<file path="src/rtl/layer_output_serializer_if.sv">
// Bundle between one layer's parallel neuron array and the serial stream that feeds the next layer.
// The slave modport is the serializer's view; the master modport is the producer/consumer side.
interface layer_output_serializer_if #(
  parameter int numNeuron = 30,
  parameter int dataWidth = 16
);
  logic [numNeuron*dataWidth-1:0] neuron_out;
  logic [numNeuron-1:0]           neuron_valid;
  logic [dataWidth-1:0]           ser_data;
  logic                           ser_valid;
  logic                           ser_last;
  logic                           busy;
  logic                           overflow;

  modport slave (
    input  neuron_out, neuron_valid,
    output ser_data, ser_valid, ser_last, busy, overflow
  );

  modport master (
    output neuron_out, neuron_valid,
    input  ser_data, ser_valid, ser_last, busy, overflow
  );
endinterface

</file>
<file path="src/rtl/layer_output_serializer.sv">
// Collects skewed per-neuron activations into a frame and replays it one value per cycle.
// The collection register doubles as a one-frame pending buffer behind the streaming frame.
module layer_output_serializer #(
  parameter int numNeuron = 30,
  parameter int dataWidth = 16
) (
  input logic clk,
  input logic rst,
  layer_output_serializer_if.slave bus
);
  localparam int IDX_W = (numNeuron > 1) ? $clog2(numNeuron) : 1;
  localparam logic [IDX_W-1:0] LAST_IDX = IDX_W'(numNeuron - 1);

  typedef enum logic [0:0] {
    IDLE   = 1'b0,
    STREAM = 1'b1
  } state_t;

  state_t               state_q, state_d;
  logic [IDX_W-1:0]     idx_q, idx_d;
  logic [numNeuron-1:0] coll_mask_q, coll_mask_d;
  logic [dataWidth-1:0] coll_data_q [numNeuron];
  logic [dataWidth-1:0] coll_data_d [numNeuron];
  logic [dataWidth-1:0] out_buf_q [numNeuron];
  logic [dataWidth-1:0] out_buf_d [numNeuron];
  logic [dataWidth-1:0] merged_s [numNeuron];
  logic [dataWidth-1:0] ser_data_q, ser_data_d;
  logic                 ser_valid_q, ser_valid_d;
  logic                 ser_last_q, ser_last_d;
  logic                 busy_q, busy_d;
  logic                 overflow_q, overflow_d;
  logic                 at_last_s, complete_s, load_s;

  // Frame assembly, load decision and next-state/next-output computation
  always_comb begin
    at_last_s  = (state_q == STREAM) && (idx_q == LAST_IDX);
    complete_s = &(coll_mask_q | bus.neuron_valid);
    load_s     = complete_s && ((state_q == IDLE) || at_last_s);

    // A set mask bit means the slot is already owned: later pulses are duplicates.
    for (int i = 0; i < numNeuron; i++) begin
      merged_s[i]    = coll_mask_q[i] ? coll_data_q[i]
                                      : bus.neuron_out[i*dataWidth +: dataWidth];
      coll_data_d[i] = (bus.neuron_valid[i] && !coll_mask_q[i])
                       ? bus.neuron_out[i*dataWidth +: dataWidth] : coll_data_q[i];
      out_buf_d[i]   = load_s ? merged_s[i] : out_buf_q[i];
    end

    overflow_d  = overflow_q | (|(bus.neuron_valid & coll_mask_q));
    coll_mask_d = load_s ? {numNeuron{1'b0}} : (coll_mask_q | bus.neuron_valid);

    if (load_s) begin
      state_d = STREAM;
      idx_d   = {IDX_W{1'b0}};
    end else if (at_last_s) begin
      state_d = IDLE;
      idx_d   = {IDX_W{1'b0}};
    end else if (state_q == STREAM) begin
      state_d = STREAM;
      idx_d   = idx_q + IDX_W'(1);
    end else begin
      state_d = state_q;
      idx_d   = idx_q;
    end

    // Outputs are registered copies of the element selected for the coming cycle.
    ser_valid_d = (state_d == STREAM);
    ser_data_d  = ser_valid_d ? out_buf_d[idx_d] : {dataWidth{1'b0}};
    ser_last_d  = ser_valid_d && (idx_d == LAST_IDX);
    busy_d      = ser_valid_d;
  end

  // State, collection and output registers with synchronous reset
  always_ff @(posedge clk) begin
    if (rst) begin
      state_q     <= IDLE;
      idx_q       <= {IDX_W{1'b0}};
      coll_mask_q <= {numNeuron{1'b0}};
      for (int i = 0; i < numNeuron; i++) begin
        coll_data_q[i] <= {dataWidth{1'b0}};
        out_buf_q[i]   <= {dataWidth{1'b0}};
      end
      ser_data_q  <= {dataWidth{1'b0}};
      ser_valid_q <= 1'b0;
      ser_last_q  <= 1'b0;
      busy_q      <= 1'b0;
      overflow_q  <= 1'b0;
    end else begin
      state_q     <= state_d;
      idx_q       <= idx_d;
      coll_mask_q <= coll_mask_d;
      coll_data_q <= coll_data_d;
      out_buf_q   <= out_buf_d;
      ser_data_q  <= ser_data_d;
      ser_valid_q <= ser_valid_d;
      ser_last_q  <= ser_last_d;
      busy_q      <= busy_d;
      overflow_q  <= overflow_d;
    end
  end

  assign bus.ser_data  = ser_data_q;
  assign bus.ser_valid = ser_valid_q;
  assign bus.ser_last  = ser_last_q;
  assign bus.busy      = busy_q;
  assign bus.overflow  = overflow_q;
endmodule

</file>
<file path="src/flat_wrapper.sv">
// flat-port wrapper written by rule: the top's interface ports become plain ports
module layer_output_serializer_flat 
#(
  parameter int numNeuron = 30,
  parameter int dataWidth = 16
)
  (clk, rst, bus_neuron_out, bus_neuron_valid, bus_ser_data, bus_ser_valid, bus_ser_last, bus_busy, bus_overflow);
  layer_output_serializer_if #(.numNeuron(numNeuron), .dataWidth(dataWidth)) bus_i ();
  input logic clk;
  input logic rst;
  input wire logic [$bits(bus_i.neuron_out)-1:0] bus_neuron_out;
  input wire logic [$bits(bus_i.neuron_valid)-1:0] bus_neuron_valid;
  output wire logic [$bits(bus_i.ser_data)-1:0] bus_ser_data;
  output wire logic [$bits(bus_i.ser_valid)-1:0] bus_ser_valid;
  output wire logic [$bits(bus_i.ser_last)-1:0] bus_ser_last;
  output wire logic [$bits(bus_i.busy)-1:0] bus_busy;
  output wire logic [$bits(bus_i.overflow)-1:0] bus_overflow;
  assign bus_i.neuron_out = bus_neuron_out;
  assign bus_i.neuron_valid = bus_neuron_valid;
  assign bus_ser_data = bus_i.ser_data;
  assign bus_ser_valid = bus_i.ser_valid;
  assign bus_ser_last = bus_i.ser_last;
  assign bus_busy = bus_i.busy;
  assign bus_overflow = bus_i.overflow;
  layer_output_serializer #(.numNeuron(numNeuron), .dataWidth(dataWidth)) u_core (.clk(clk), .rst(rst), .bus(bus_i));
endmodule
</file>
<file path="config.mk">
export PLATFORM = sky130hd
export DESIGN_NAME = layer_output_serializer_flat
export DESIGN_NICKNAME = d
export VERILOG_FILES = /design/src/rtl/layer_output_serializer_if.sv /design/src/rtl/layer_output_serializer.sv /design/src/flat_wrapper.sv
export SDC_FILE = /design/constraint.sdc
export NUM_CORES = 2
export LEC_CHECK = 0
export ABC_AREA = 1
export CORE_UTILIZATION = 57
export DETAILED_ROUTE_END_ITERATION = 10
export MAX_ROUTING_LAYER = met4
export PLACE_DENSITY = 0.81
export RECOVER_POWER = 50
export SLEW_MARGIN = 20
export SYNTH_ARGS = -nofsm -noshare
export SYNTH_HDL_FRONTEND = slang
export SYNTH_SLANG_ARGS = --single-unit
</file>
<file path="constraint.sdc">
create_clock -name clk -period 3.6 [get_ports clk]
set_clock_uncertainty 0.2 [all_clocks]
set_input_delay 1.08 -clock clk [delete_from_list [all_inputs] [get_ports clk]]
set_output_delay 1.08 -clock clk [all_outputs]
set_load 0.03 [all_outputs]
</file>
* Word-level counts from Yosys, hierarchy flattened
Index checks and enable logic that the tools add are counted.
** Word-level totals
- Register bits :: 1014
- Bits of input ports :: 512
- Output and inout port bits :: 20
- Word-level logic and storage cells :: 213
** Operators by class
- Add/subtract/negate cells :: 1
- Magnitude comparators :: 1
- Eq/ne operators :: 2
- Muxes and demuxes :: 69
- Bitwise logic cells :: 6
- Reduce and logical (&&, ||, !) cells :: 68
** Operators with widths (count)
- $mux W16 :: 62
- $bmux W16 S5 :: 1
- $logic_and A1 B1 Y1 :: 33
- $and A30 B30 Y30 :: 1
- $logic_not A1 Y1 :: 30
- $or A30 B30 Y30 :: 1
- $reduce_and A30 Y1 :: 1
- $reduce_or A30 Y1 :: 1
- $mux W5 :: 3
- $eq A5 B5 Y1 const B :: 2
- $ge A6 B6 Y1 const B :: 1
- $not A5 Y6 :: 1
- $add A5 B1 Y5 const B :: 1
- $reduce_or A2 Y1 :: 2
- $mux W1 :: 3
- $not A1 Y1 :: 2
- $logic_or A1 B1 Y1 :: 1
- $or A1 B1 Y1 :: 1

* Depth between registers and ports, before layout
- Word-level depth :: 9
- Mapped depth :: 21
- Gate-level depth less buffers :: 18

* Least setup slack after synthesis
No wires, ideal clock.
- Path kind :: input to register
- Start point :: in bus_neuron_valid[22]
- End point :: reg u_core.ser_data_q[9] (netlist: u_core.bus.ser_data[9])
- Setup time :: 0.113 ns
- Arrival :: 2.582 ns
- Required time :: 3.287 ns
- Path slack :: 0.705 ns
- Stages :: 17
- Buffers on the path :: 3
- Path through :: inv_1 > nand2_1 > nand2_1 > nor2_1 > nand2_1 > nor2_2 > nand3_2 > buf_6 > buf_4 > clkbuf_1 > nand3_1 > a21oi_1 > nand2_1 > nand3_1 > nand2_1 > nand2_1 > nand2_1
** On the way
- Cells in the longest elaborated chain, start to end :: 8
** Ends and longest elaborated chain
- from (decl) :: line flat_wrapper.sv:12 : input wire logic [$bits(bus_i.neuron_valid)-1:0] bus_neuron_valid;
- $or A30 B30 Y30 (*) :: line layer_output_serializer.sv:37 : complete_s = &(coll_mask_q | bus.neuron_valid);
- $reduce_and A30 Y1 (*) :: line layer_output_serializer.sv:37
- $logic_and A1 B1 Y1 (*) :: line layer_output_serializer.sv:38 : load_s = complete_s && ((state_q == IDLE) || at_last_s);
- $mux W5 :: line layer_output_serializer.sv:52 : if (load_s) begin
- $not A5 Y6 (not written as such) :: line layer_output_serializer.sv:68 : ser_data_d = ser_valid_d ? out_buf_d[idx_d] : {dataWidth{1'b0}};
- $bmux W16 S5 :: line layer_output_serializer.sv:68
- $mux W16 (not written as such) (2 in series) :: line layer_output_serializer.sv:68
- to (signal assigned) :: line layer_output_serializer.sv:83 : ser_data_q <= {dataWidth{1'b0}};
- to (signal assigned) :: line layer_output_serializer.sv:94 : ser_data_q <= ser_data_d;
- to (decl) :: line layer_output_serializer.sv:27 : logic [dataWidth-1:0] ser_data_q, ser_data_d;
Every way passes the cells marked *; elsewhere a longest branch is shown, timed or not. The select of a mux whose other input is x is not followed.
A chain may end at the register's enable or synchronous reset.

* Worst setup path in the final report
- Start point :: in bus_neuron_valid[4]
- End point :: reg u_core.ser_data_q[10] (netlist: u_core.bus.ser_data[10])
The elaborated chain is that of the path after synthesis.

==> flow_metrics.env <==
export IMPL_ys_warn_count=0
export IMPL_failed_checks="max-capacitance violations, max-slew violations, negative setup slack"
export IMPL_synth_top_area_share_pct=42.4
export IMPL_max_freq_mhz=273
export IMPL_vias=53000
export IMPL_yosysTopAreaCell="dfxtp_1"
export IMPL_ys_types=37
export IMPL_status="complete, but fails checks"
export IMPL_dpl_hpwl_mm=122
export IMPL_synth_edf_count=0
export IMPL_syn_to_final_growth_pct=29.8
export IMPL_fin_crit_sh_pct=102
export IMPL_end_kind="flop"
export IMPL_vias_per_cell=5.89
export IMPL_grt_pass1_wl_mm=265
export IMPL_wl_mm=180
export IMPL_path_max_fanout=8
export IMPL_p_leak_nw=28.0
export IMPL_design_area_um2=62100
export IMPL_top_level_ports=532
export IMPL_hp_class="flop to flop"
export IMPL_synth_async_reset_ratio_pct=0
export IMPL_fin_setup_tns_ns=-0.162
export IMPL_fin_util_pct=75.2
export IMPL_layout_nets=8333
export IMPL_fin_crit_ns=3.67
export IMPL_use_met3_pct=9.16
export IMPL_clk_latency_ns=0.68
export IMPL_first_global_vias=47600
export IMPL_dieArea_um2=85100
export IMPL_required_ns=4.01
export IMPL_syn_mean_instance_area_um2=6.68
export IMPL_synth_seq_cells=1014
export IMPL_grt_max_degree=125
export IMPL_core_um2=82600
export IMPL_first_pass_iters=10
export IMPL_met2_usage_pct=60.8
export IMPL_worst_pin_slew_ns=1.86
export IMPL_finalSetupViolCount=7
export IMPL_power_total_mw=25.8
export IMPL_ys_flop_type="dfxtp_1"
export IMPL_die_height_um=292
export IMPL_drv_slew=426
export IMPL_drt_wirelength_per_cell_um=20.0
export IMPL_drc=0
export IMPL_initial_core_util_pct=57.9
export IMPL_maxSlewHeadroom_pct=-24.0
export IMPL_clock_root_buffer="clkbuf_16"
export IMPL_peakVddDrop_mv=0.391
export IMPL_hold_violations=0
export IMPL_h_tree_depth=3
export IMPL_gp_congestion=1.03
export IMPL_dpl_cell_count=8718
export IMPL_grt_met1_usage_pct=51.3
export IMPL_pre_cts_ws_ns=-1.09
export IMPL_grt_busiest_layer="met2"
export IMPL_nFillCells=6175
export IMPL_crit_type="input pin to flop"
export IMPL_cts_buffer_depth=3
export IMPL_synth_cells=7163
export IMPL_cts_sink_count=1014
export IMPL_drive_gt1_share_pct=12.4
export IMPL_power_density_nw_per_um2=415
export IMPL_crit_path_start_kind="input pin"
export IMPL_synth_seq_area_share_pct=42.4
export IMPL_fin_hold_ws_ns=0.268
export IMPL_cts_buffers=107
export IMPL_final_cells=8987
export IMPL_syn_nets=7677
export IMPL_die_x_um=292
export IMPL_cts_hold_buf=0
export IMPL_drv_cap=4
export IMPL_rows=105
export IMPL_portBuffers=531
export IMPL_dpl_instance_area_um2=56700
export IMPL_netlist_area_um2=47800
export IMPL_arrival_ns=4.08
export IMPL_globalRouteTotalUtil_pct=40.6
export IMPL_antenna_found_initial=18
export IMPL_antenna_left=0
export IMPL_synth_area_leaders="dfxtp_1 (42%), nand2_1 (15%), nor2_1 (7.8%)"
export IMPL_final_setup_worst_slack_ns=-0.0695
export IMPL_initialDrtViolationCount=7225
export IMPL_path_clk_slew_ns=0.06
export IMPL_overflow=0
export IMPL_cts_tree="done"
kinds of logic after synthesis:
logic type / synth area share [%]
AND/OR/NAND/NOR: 32.3
AO/OA/AOI/OAI: 13.4
multiplexers: 2.53
adder cells (fa/ha/maj): 0.0523
buffers and inverters: 9.29
flip-flops: 42.4
XOR/XNOR: 0.0549
path summary, 6_finish.rpt:
kind	startpoint	endpoint	slack, ns	cells after the start
max	bus_neuron_valid[4]	u_core.bus.ser_data[10]	-0.07	22
min	u_core.out_buf_q[120]	u_core.out_buf_q[120]	0.27	2
max reg2reg	u_core.coll_mask_q[23]	u_core.bus.ser_data[10]	0.33	20
min reg2reg	u_core.out_buf_q[120]	u_core.out_buf_q[120]	0.27	2
flip-flops by register name, summed over array words and instances, names as in the netlist:
signal,flops
u_core.bus.ser_last,1
u_core.coll_data_q,480
u_core.out_buf_q,480
u_core.state_q,1
u_core.bus.overflow,1
u_core.coll_mask_q,30
u_core.idx_q,5
u_core.bus.ser_data,16
cell type report:
class                   count  area, um2  share of cell area, %
flip-flops and latches   1014      20300                   32.7
inverters                 538       2040                   3.28
well taps                1070       1340                   2.16
clock inverters            24        255                  0.411
repair buffers           1080      10900                   17.6
clock buffers             167       3250                   5.22
multi-input cells        5078      24000                   38.6
diodes                     16       40.0                 0.0645
cells in the final DEF, fill, tap and decap left out, types with 31 or more instances in the layout:
| cell | instances |
|---|---|
| nand4_1 | 258 |
| clkdlybuf4s50_1 | 518 |
| buf_4 | 422 |
| nand3_1 | 490 |
| o21ai_2 | 46 |
| o21ai_0 | 616 |
| nand2_2 | 86 |
| dfxtp_1 | 1014 |
| mux2i_1 | 121 |
| nor2_1 | 982 |
| clkbuf_16 | 122 |
| inv_2 | 31 |
| clkbuf_1 | 32 |
| a211oi_1 | 68 |
| inv_1 | 503 |
| o21ai_1 | 32 |
| nand3_2 | 51 |
| a21oi_1 | 399 |
| buf_12 | 60 |
| nand2_1 | 1828 |
metal layers:
layer	wire length, um	vias to the layer above
li1	-	24600
met1	67700	24300
met2	79300	3478
met3	22600	671
met4	10600	0
met5	0	-
worst max-delay path: stages:
cell and delay, ns:
clkdlybuf4s50_1 0.53, inv_1 0.10, nand2_1 0.15, buf_4 0.13, nand2_1 0.05, nor2_1 0.15
nand2_2 0.12, nor2_4 0.19, nand3_4 0.14, buf_4 0.17, buf_12 0.14, buf_4 0.17
nand2_1 0.07, o21ai_1 0.06, buf_4 0.13, nand2_1 0.08, nand3_2 0.12, nand3_2 0.10
nand3_2 0.11, nand2_2 0.14, nand2_4 0.07, nand2_1 0.05
cells in the mapped netlist, types with 42 or more instances:
cell,n
a211oi_1,68
a21oi_1,408
buf_2,146
nand4_1,258
dfxtp_1,1014
nand3_1,541
o21ai_1,44
mux2i_1,121
buf_1,42
clkbuf_1,293
o21ai_0,640
inv_1,509
nand2_1,1921
nor2_1,998
power breakdown:
| group | total, mW | internal [mW] | switching [mW] | leakage [nW] |
|---|---|---|---|---|
| clock network | 11.1 | 6.50 | 4.64 | 1.73 |
| registers | 11.9 | 11.7 | 0.221 | 8.29 |
| logic | 2.76 | 1.11 | 1.65 | 18.0 |
what timing repair did:
| action | 4_1_cts | 5_1_grt |
|---|---|---|
| setup endpoints to repair | 16 | 16 |
| pin swaps | 12 | 66 |
| buffers inserted | 17 | 23 |
| gates resized for setup | 89 | 224 |
| cloned | 9 | 14 |
Note: power is estimated with default switching activity, not from simulation.
